`src/rtl/radar_frame_sequencer.sv`:
```
`default_nettype none
// ============================================================================
// Module      : radar_frame_sequencer
// Description : Frame-level controller in front of the radar processor queue.
//               It admits whole chirp packets from the ADC packet stream and
//               groups them into frames of CHIRPS_PER_FRAME chirps. It writes
//               the two SDRAM corner-turn banks in ping-pong order and drops
//               whole chirps when no bank is free. It reports frame
//               start/done/abort events and drop statistics.
// Optional    : define SEQ_TIMESTAMP_EN to add a free-running 32-bit cycle
//               counter and the opFrameTimestamp output. That output holds
//               the counter value captured at each frame start.
// Ports       : ipClk/ipReset        clock, async active-low reset
//               ipEnable             level, arms the sequencer
//               ipPacket_*           chirp packet stream in (no backpressure)
//               opPacket_*           gated packet stream out, 1-cycle latency
//               ipReadoutDone/Bank   corner turn released a bank
//               opBank, opBankBusy   bank being written / per-bank busy flags
//               opFrameStart/Done/Abort  1-cycle frame event pulses
//               opChirpIndex         index of chirp being forwarded
//               opFrameCount, opDropCount  saturating statistics
// Revision    : 1.0  initial release
// ============================================================================
module radar_frame_sequencer #(
    parameter int CHIRPS_PER_FRAME = 128,
    parameter int DATA_WIDTH       = 14,
    parameter int COUNT_WIDTH      = 16
) (
    input  logic                                ipClk,
    input  logic                                ipReset,
    input  logic                                ipEnable,
    input  logic                                ipPacket_SoP,
    input  logic                                ipPacket_EoP,
    input  logic [DATA_WIDTH-1:0]               ipPacket_Data,
    input  logic                                ipPacket_Valid,
    output logic                                opPacket_SoP,
    output logic                                opPacket_EoP,
    output logic [DATA_WIDTH-1:0]               opPacket_Data,
    output logic                                opPacket_Valid,
    input  logic                                ipReadoutDone,
    input  logic                                ipReadoutBank,
    output logic                                opBank,
    output logic                                opFrameStart,
    output logic                                opFrameDone,
    output logic                                opFrameAbort,
    output logic [$clog2(CHIRPS_PER_FRAME)-1:0] opChirpIndex,
    output logic [COUNT_WIDTH-1:0]              opFrameCount,
    output logic [COUNT_WIDTH-1:0]              opDropCount,
    output logic [1:0]                          opBankBusy
`ifdef SEQ_TIMESTAMP_EN
    ,
    output logic [31:0]                         opFrameTimestamp
`endif
);

    localparam int                   IDX_WIDTH  = $clog2(CHIRPS_PER_FRAME);
    localparam logic [IDX_WIDTH-1:0] c_LAST_IDX = IDX_WIDTH'(CHIRPS_PER_FRAME - 1);

    typedef enum logic [2:0] {
        S_IDLE      = 3'd0,
        S_WAIT_BANK = 3'd1,
        S_ARMED     = 3'd2,
        S_CHIRP     = 3'd3,
        S_GAP       = 3'd4
    } state_t;

    state_t r_state;

    logic                 w_sop;
    logic                 w_admit;
    logic                 w_inChirp;
    logic                 w_malformed;
    logic                 w_fwd;
    logic                 w_chirpEnd;
    logic                 w_lastChirp;
    logic                 w_countDrop;
    logic [IDX_WIDTH-1:0] w_curIdx;

    assign w_sop       = ipPacket_Valid & ipPacket_SoP;
    // New chirps are only accepted between chirps of an armed sequencer.
    assign w_admit     = w_sop & ipEnable & ((r_state == S_ARMED) | (r_state == S_GAP));
    // Inside an admitted chirp, forwarding continues to EoP even if disabled.
    assign w_inChirp   = (r_state == S_CHIRP) & ipPacket_Valid;
    // A second SoP before EoP closes the frame; the new chirp is dropped.
    assign w_malformed = w_inChirp & ipPacket_SoP;
    assign w_fwd       = w_admit | (w_inChirp & ~ipPacket_SoP);
    assign w_chirpEnd  = w_fwd & ipPacket_EoP;
    // In ARMED the chirp about to start is chirp 0; GAP already holds the next index.
    assign w_curIdx    = (r_state == S_ARMED) ? '0 : opChirpIndex;
    assign w_lastChirp = (w_curIdx == c_LAST_IDX);
    // Dropped chirps are counted only while the sequencer is enabled.
    assign w_countDrop = w_sop & ~w_admit & ipEnable;

    always_ff @(posedge ipClk or negedge ipReset) begin
        if (!ipReset) begin
            r_state        <= S_IDLE;
            opPacket_SoP   <= 1'b0;
            opPacket_EoP   <= 1'b0;
            opPacket_Data  <= '0;
            opPacket_Valid <= 1'b0;
            opBank         <= 1'b0;
            opFrameStart   <= 1'b0;
            opFrameDone    <= 1'b0;
            opFrameAbort   <= 1'b0;
            opChirpIndex   <= '0;
            opFrameCount   <= '0;
            opDropCount    <= '0;
            opBankBusy     <= 2'b00;
        end else begin
            opFrameStart   <= 1'b0;
            opFrameDone    <= 1'b0;
            opFrameAbort   <= 1'b0;
            opPacket_Valid <= w_fwd;
            opPacket_SoP   <= w_fwd & ipPacket_SoP;
            opPacket_EoP   <= w_fwd & ipPacket_EoP;
            opPacket_Data  <= w_fwd ? ipPacket_Data : '0;

            if (w_countDrop && (opDropCount != {COUNT_WIDTH{1'b1}})) begin
                opDropCount <= opDropCount + 1'b1;
            end

            // Readout clear first; a later set of the same bit in this block wins.
            if (ipReadoutDone) begin
                opBankBusy[ipReadoutBank] <= 1'b0;
            end

            case (r_state)
                S_IDLE: begin
                    if (ipEnable) begin
                        r_state <= S_WAIT_BANK;
                    end
                end
                S_WAIT_BANK: begin
                    if (!ipEnable) begin
                        r_state <= S_IDLE;
                    end else if (!opBankBusy[opBank]) begin
                        r_state <= S_ARMED;
                    end
                end
                S_ARMED: begin
                    if (!ipEnable) begin
                        r_state <= S_IDLE;
                    end else if (w_admit) begin
                        opFrameStart       <= 1'b1;
                        opBankBusy[opBank] <= 1'b1;
                        opChirpIndex       <= '0;
                        r_state            <= S_CHIRP;
                    end
                end
                S_GAP: begin
                    if (!ipEnable) begin
                        // A frame is always partial here: abandon it.
                        opFrameAbort       <= 1'b1;
                        opBankBusy[opBank] <= 1'b0;
                        opChirpIndex       <= '0;
                        r_state            <= S_IDLE;
                    end else if (w_admit) begin
                        r_state <= S_CHIRP;
                    end
                end
                S_CHIRP: begin
                    if (w_malformed) begin
                        opFrameAbort       <= 1'b1;
                        opBankBusy[opBank] <= 1'b0;
                        opChirpIndex       <= '0;
                        r_state            <= ipEnable ? S_WAIT_BANK : S_IDLE;
                    end
                end
                default: begin
                    r_state <= S_IDLE;
                end
            endcase

            // Common end-of-chirp handling; also covers single-sample chirps
            // admitted straight from ARMED or GAP.
            if (w_chirpEnd) begin
                if (w_lastChirp) begin
                    opFrameDone  <= 1'b1;
                    opBank       <= ~opBank;
                    opChirpIndex <= '0;
                    r_state      <= ipEnable ? S_WAIT_BANK : S_IDLE;
                    if (opFrameCount != {COUNT_WIDTH{1'b1}}) begin
                        opFrameCount <= opFrameCount + 1'b1;
                    end
                end else if (!ipEnable) begin
                    opFrameAbort       <= 1'b1;
                    opBankBusy[opBank] <= 1'b0;
                    opChirpIndex       <= '0;
                    r_state            <= S_IDLE;
                end else begin
                    opChirpIndex <= w_curIdx + 1'b1;
                    r_state      <= S_GAP;
                end
            end
        end
    end

`ifdef SEQ_TIMESTAMP_EN
    logic [31:0] r_cycleCount;

    always_ff @(posedge ipClk or negedge ipReset) begin
        if (!ipReset) begin
            r_cycleCount     <= 32'd0;
            opFrameTimestamp <= 32'd0;
        end else begin
            r_cycleCount <= r_cycleCount + 32'd1;
            if (w_admit && (r_state == S_ARMED)) begin
                opFrameTimestamp <= r_cycleCount;
            end
        end
    end
`endif

endmodule
`default_nettype wire

```
`config.mk`:
```
export PLATFORM = sky130hd
export DESIGN_NAME = radar_frame_sequencer
export DESIGN_NICKNAME = d
export VERILOG_FILES = /design/src/rtl/radar_frame_sequencer.sv
export SDC_FILE = /design/constraint.sdc
export NUM_CORES = 1
export LEC_CHECK = 0
export BUFFER_PORTS_ARGS = -buffer_cell sky130_fd_sc_hd__buf_2
export CORE_UTILIZATION = 52
export CTS_CLUSTER_SIZE = 40
export DETAILED_ROUTE_END_ITERATION = 8
export HOLD_SLACK_MARGIN = 0.1
export PLACE_DENSITY = 0.79
export RECOVER_POWER = 50
export SLEW_MARGIN = 20
export SYNTH_ARGS = -nofsm -noshare
export SYNTH_HDL_FRONTEND = slang
export SYNTH_SLANG_ARGS = --single-unit
```
`constraint.sdc`:
```
create_clock -name ipClk -period 3.5 [get_ports ipClk]
set_input_delay 0.7 -clock ipClk [delete_from_list [all_inputs] [get_ports ipClk]]
set_output_delay 0.7 -clock ipClk [all_outputs]
set_load 0.1 [all_outputs]
```
==> results.toml <==
[logic_synthesis]
synthArstFlopShare_pct = 100
yosys.cell_types.count = 55
yosys_most_used_dff = "dfrtp_1"
syn_avg_cell_area_um2 = 10.7
postSynthCellCount = 292
syn-num-nets = 317
netlist.area_leader.share_pct = 52.3
synth_edf_count = 0
synthTopCellsByArea = "dfrtp_1, xnor2_1, and3_1"
yosysSeqAreaShare_pct = 52.3
yosysTopAreaCell = "dfrtp_1"
synth-seq-cells = 65
synth_warnings = 0
syn_area_um2 = 3110

[critical_path]
crit_arrival_ns = 3.09
start_kind = "flip-flop"
worstSetupEndpointType = "flip-flop"
crit_fanout = 14
critPathKind = "flip-flop to flip-flop"
crit_required_ns = 3.71

[timing]
fin_crit_ns = 2.88
fin_ws_ns = 0.620
fin_crit_sh_pct = 82.3
worst_pin_slew_ns = 2.33
rsz0062_at_grt = "false"
fmax_mhz = 347
slew_viol_final = 47
setup_viol = 0
finalSetupTns_ns = 0
relSlewSlack_pct = -55.1
hold_viol_final = 0
finClkSkew_ns = 0.00858

[grt]
grt_max_degree = 47
grt_pass1_wl_mm = 10.7
antenna_found_initial = 0
grt_usage_pct = 22.4
grt_pass1_vias = 2334
overflow = 0

[clock_network]
h-tree-depth = 3
cts.reportedPaths.clkPinSlew_ns = 0.07
cts_tree = "built"
cts_root_buffer = "clkbuf_8"
ctsHoldBuffers = 0
cts_setup_buffers = 0
cts.path.max_buffers = 2
clock-sinks = 65
clkLatencyLatePin_ns = 0.34
numCtsBuffers = 9
ctsResizeCount = 0

[floorplanning]
io_pins = 84
start_util_pct = 55.1
die_x_um = 79.3
die_area_um2 = 6290
rows = 27
core_area_um2 = 5640
fp.dieH_um = 79.3

[cells_and_area]
layout.nets = 403
fin_area_um2 = 3720
layout_commonest_cell = "dfrtp_1"
n_antenna_cell = 0
nFillCells = 466
instances_no_fill = 455
mostFrequentLayoutCells = "dfrtp_1, buf_2, nand2_1"
drive_above_1_share_pct = 24.5
syn2layout_area_growth_pct = 19.7
final_core_util_pct = 66.0

[detailed_routing]
wl_mm = 6.51
vias_per_cell = 5.56
drc_errors = 0
detail-route-antenna-nets = 0
drt-initial-drc-count = 170
drt-pass1-iter-count = 4
vias = 2530
wire_per_inst_um = 14.3

[outcome]
violations = "capacitance limit, slew limit"
status = "finished, violations left"

[place]
place_area_um2 = 3570
place_congestion = 0.910
hpwl_mm = 4.68
numPlacedInstances = 439
preCtsSetupSlack_ns = 0.673
portBuffers = 83

[power]
ir_drop_uv = 407
leakagePower_uw = 0.00188
power.density_nw_per_um2 = 593

[hold_path]
hp-class = "flip-flop to flip-flop"

[flow_run]
max_cap_viol_count = 1
[sequential cells by signal (all words and copies together) (netlist names)]
signal and count:
opDropCount 16, opFrameCount 16, opPacket_Data 14, opChirpIndex 7
r_state 3, opBankBusy 2, opBank 1, opFrameAbort 1
opFrameDone 1, opFrameStart 1, opPacket_EoP 1, opPacket_SoP 1
opPacket_Valid 1
[critical path, stage by stage, from the launching register on]
cell and delay (ns):
dfrtp_1 0.62, or3b_1 0.33, and2_1 0.17, ha_1 0.25
nand4_1 0.19, nor4b_2 0.38, nand3_4 0.18, inv_2 0.21
nand4_1 0.11, mux2_1 0.33
[Yosys cell counts, types with 2 or more instances]
master    count
o22ai_1       2
dfrtp_1      65
mux2_2        2
a22o_1        3
buf_6         3
a22oi_1       2
ha_1          3
a21oi_1       9
o21ai_0       7
xor2_1       13
and3_1       20
and4_1        3
xnor2_1      17
or2b_2        2
nor4_1        8
nor3b_1       2
inv_1         7
a21o_1        4
a31oi_1       2
or2_2         2
and2_1        3
nor3_1        8
nor2_1       17
inv_2         2
clkbuf_1      5
nand3_1      16
nand4_1      12
nand2_1      26
[layout make-up]
cell class                      count  area, µm²  share of cell area (%)
Tap cell                           72       90.1                    2.42
Multi-Input combinational cell    208       1380                    37.1
Clock buffer                       11        141                    3.80
Sequential cell                    65       1630                    43.7
Timing Repair Buffer               85        395                    10.6
Inverter                            9       33.8                   0.908
Clock inverter                      5       55.1                    1.48
[path summary, 6_finish.rpt]
path	startpoint	slack, ns	cells after the start	to
max	r_state[0]$_DFFE_PN0P_	0.62	9	opFrameCount[12]$_DFFE_PN0P_
min	opDropCount[9]$_DFFE_PN0P_	0.49	1	opDropCount[9]$_DFFE_PN0P_
max reg2reg	r_state[0]$_DFFE_PN0P_	0.62	9	opFrameCount[12]$_DFFE_PN0P_
min reg2reg	opDropCount[9]$_DFFE_PN0P_	0.49	1	opDropCount[9]$_DFFE_PN0P_
max in group asynchronous	ipReset	0.94	2	opFrameCount[12]$_DFFE_PN0P_
min in group asynchronous	ipReset	1.06	1	opDropCount[9]$_DFFE_PN0P_
[logic make-up after synthesis]
logic type	Yosys count	share of synthesized area (%)
multiplexers	4	1.57
XOR/XNOR	31	8.97
flip-flops	65	52.3
adder cells (fa/ha/maj)	3	1.21
AO/OA/AOI/OAI	38	8.65
buffers and inverters	19	3.10
AND/OR/NAND/NOR	132	24.2
[routing by layer]
metal,vias up,wire [µm],global-route usage (%)
met1,1218,2970,30.2
met5,-,0,0
li1,1219,-,-
met2,85,3010,34.4
met4,0,99,10.9
met3,8,428,4.94
[where the power goes]
| part | total [µW] | internal (µW) | switching, µW |
|---|---|---|---|
| combinational | 691 | 143 | 547 |
| sequential | 896 | 812 | 83.6 |
| clock | 622 | 346 | 277 |
| total | 2210 | 1300 | 907 |
[per-stage QoR]
| step | hold slack, ns | total power (µW) |
|---|---|---|
| finish | 0.487 | 2210 |
| detailed placement | 0.480 | 1610 |
| global route | 0.514 | 2310 |
| CTS | 0.492 | 2240 |
| global placement | 0.475 | 1600 |
| floorplan | 0.404 | 1490 |
Note: power is estimated with default switching activity, not from simulation.
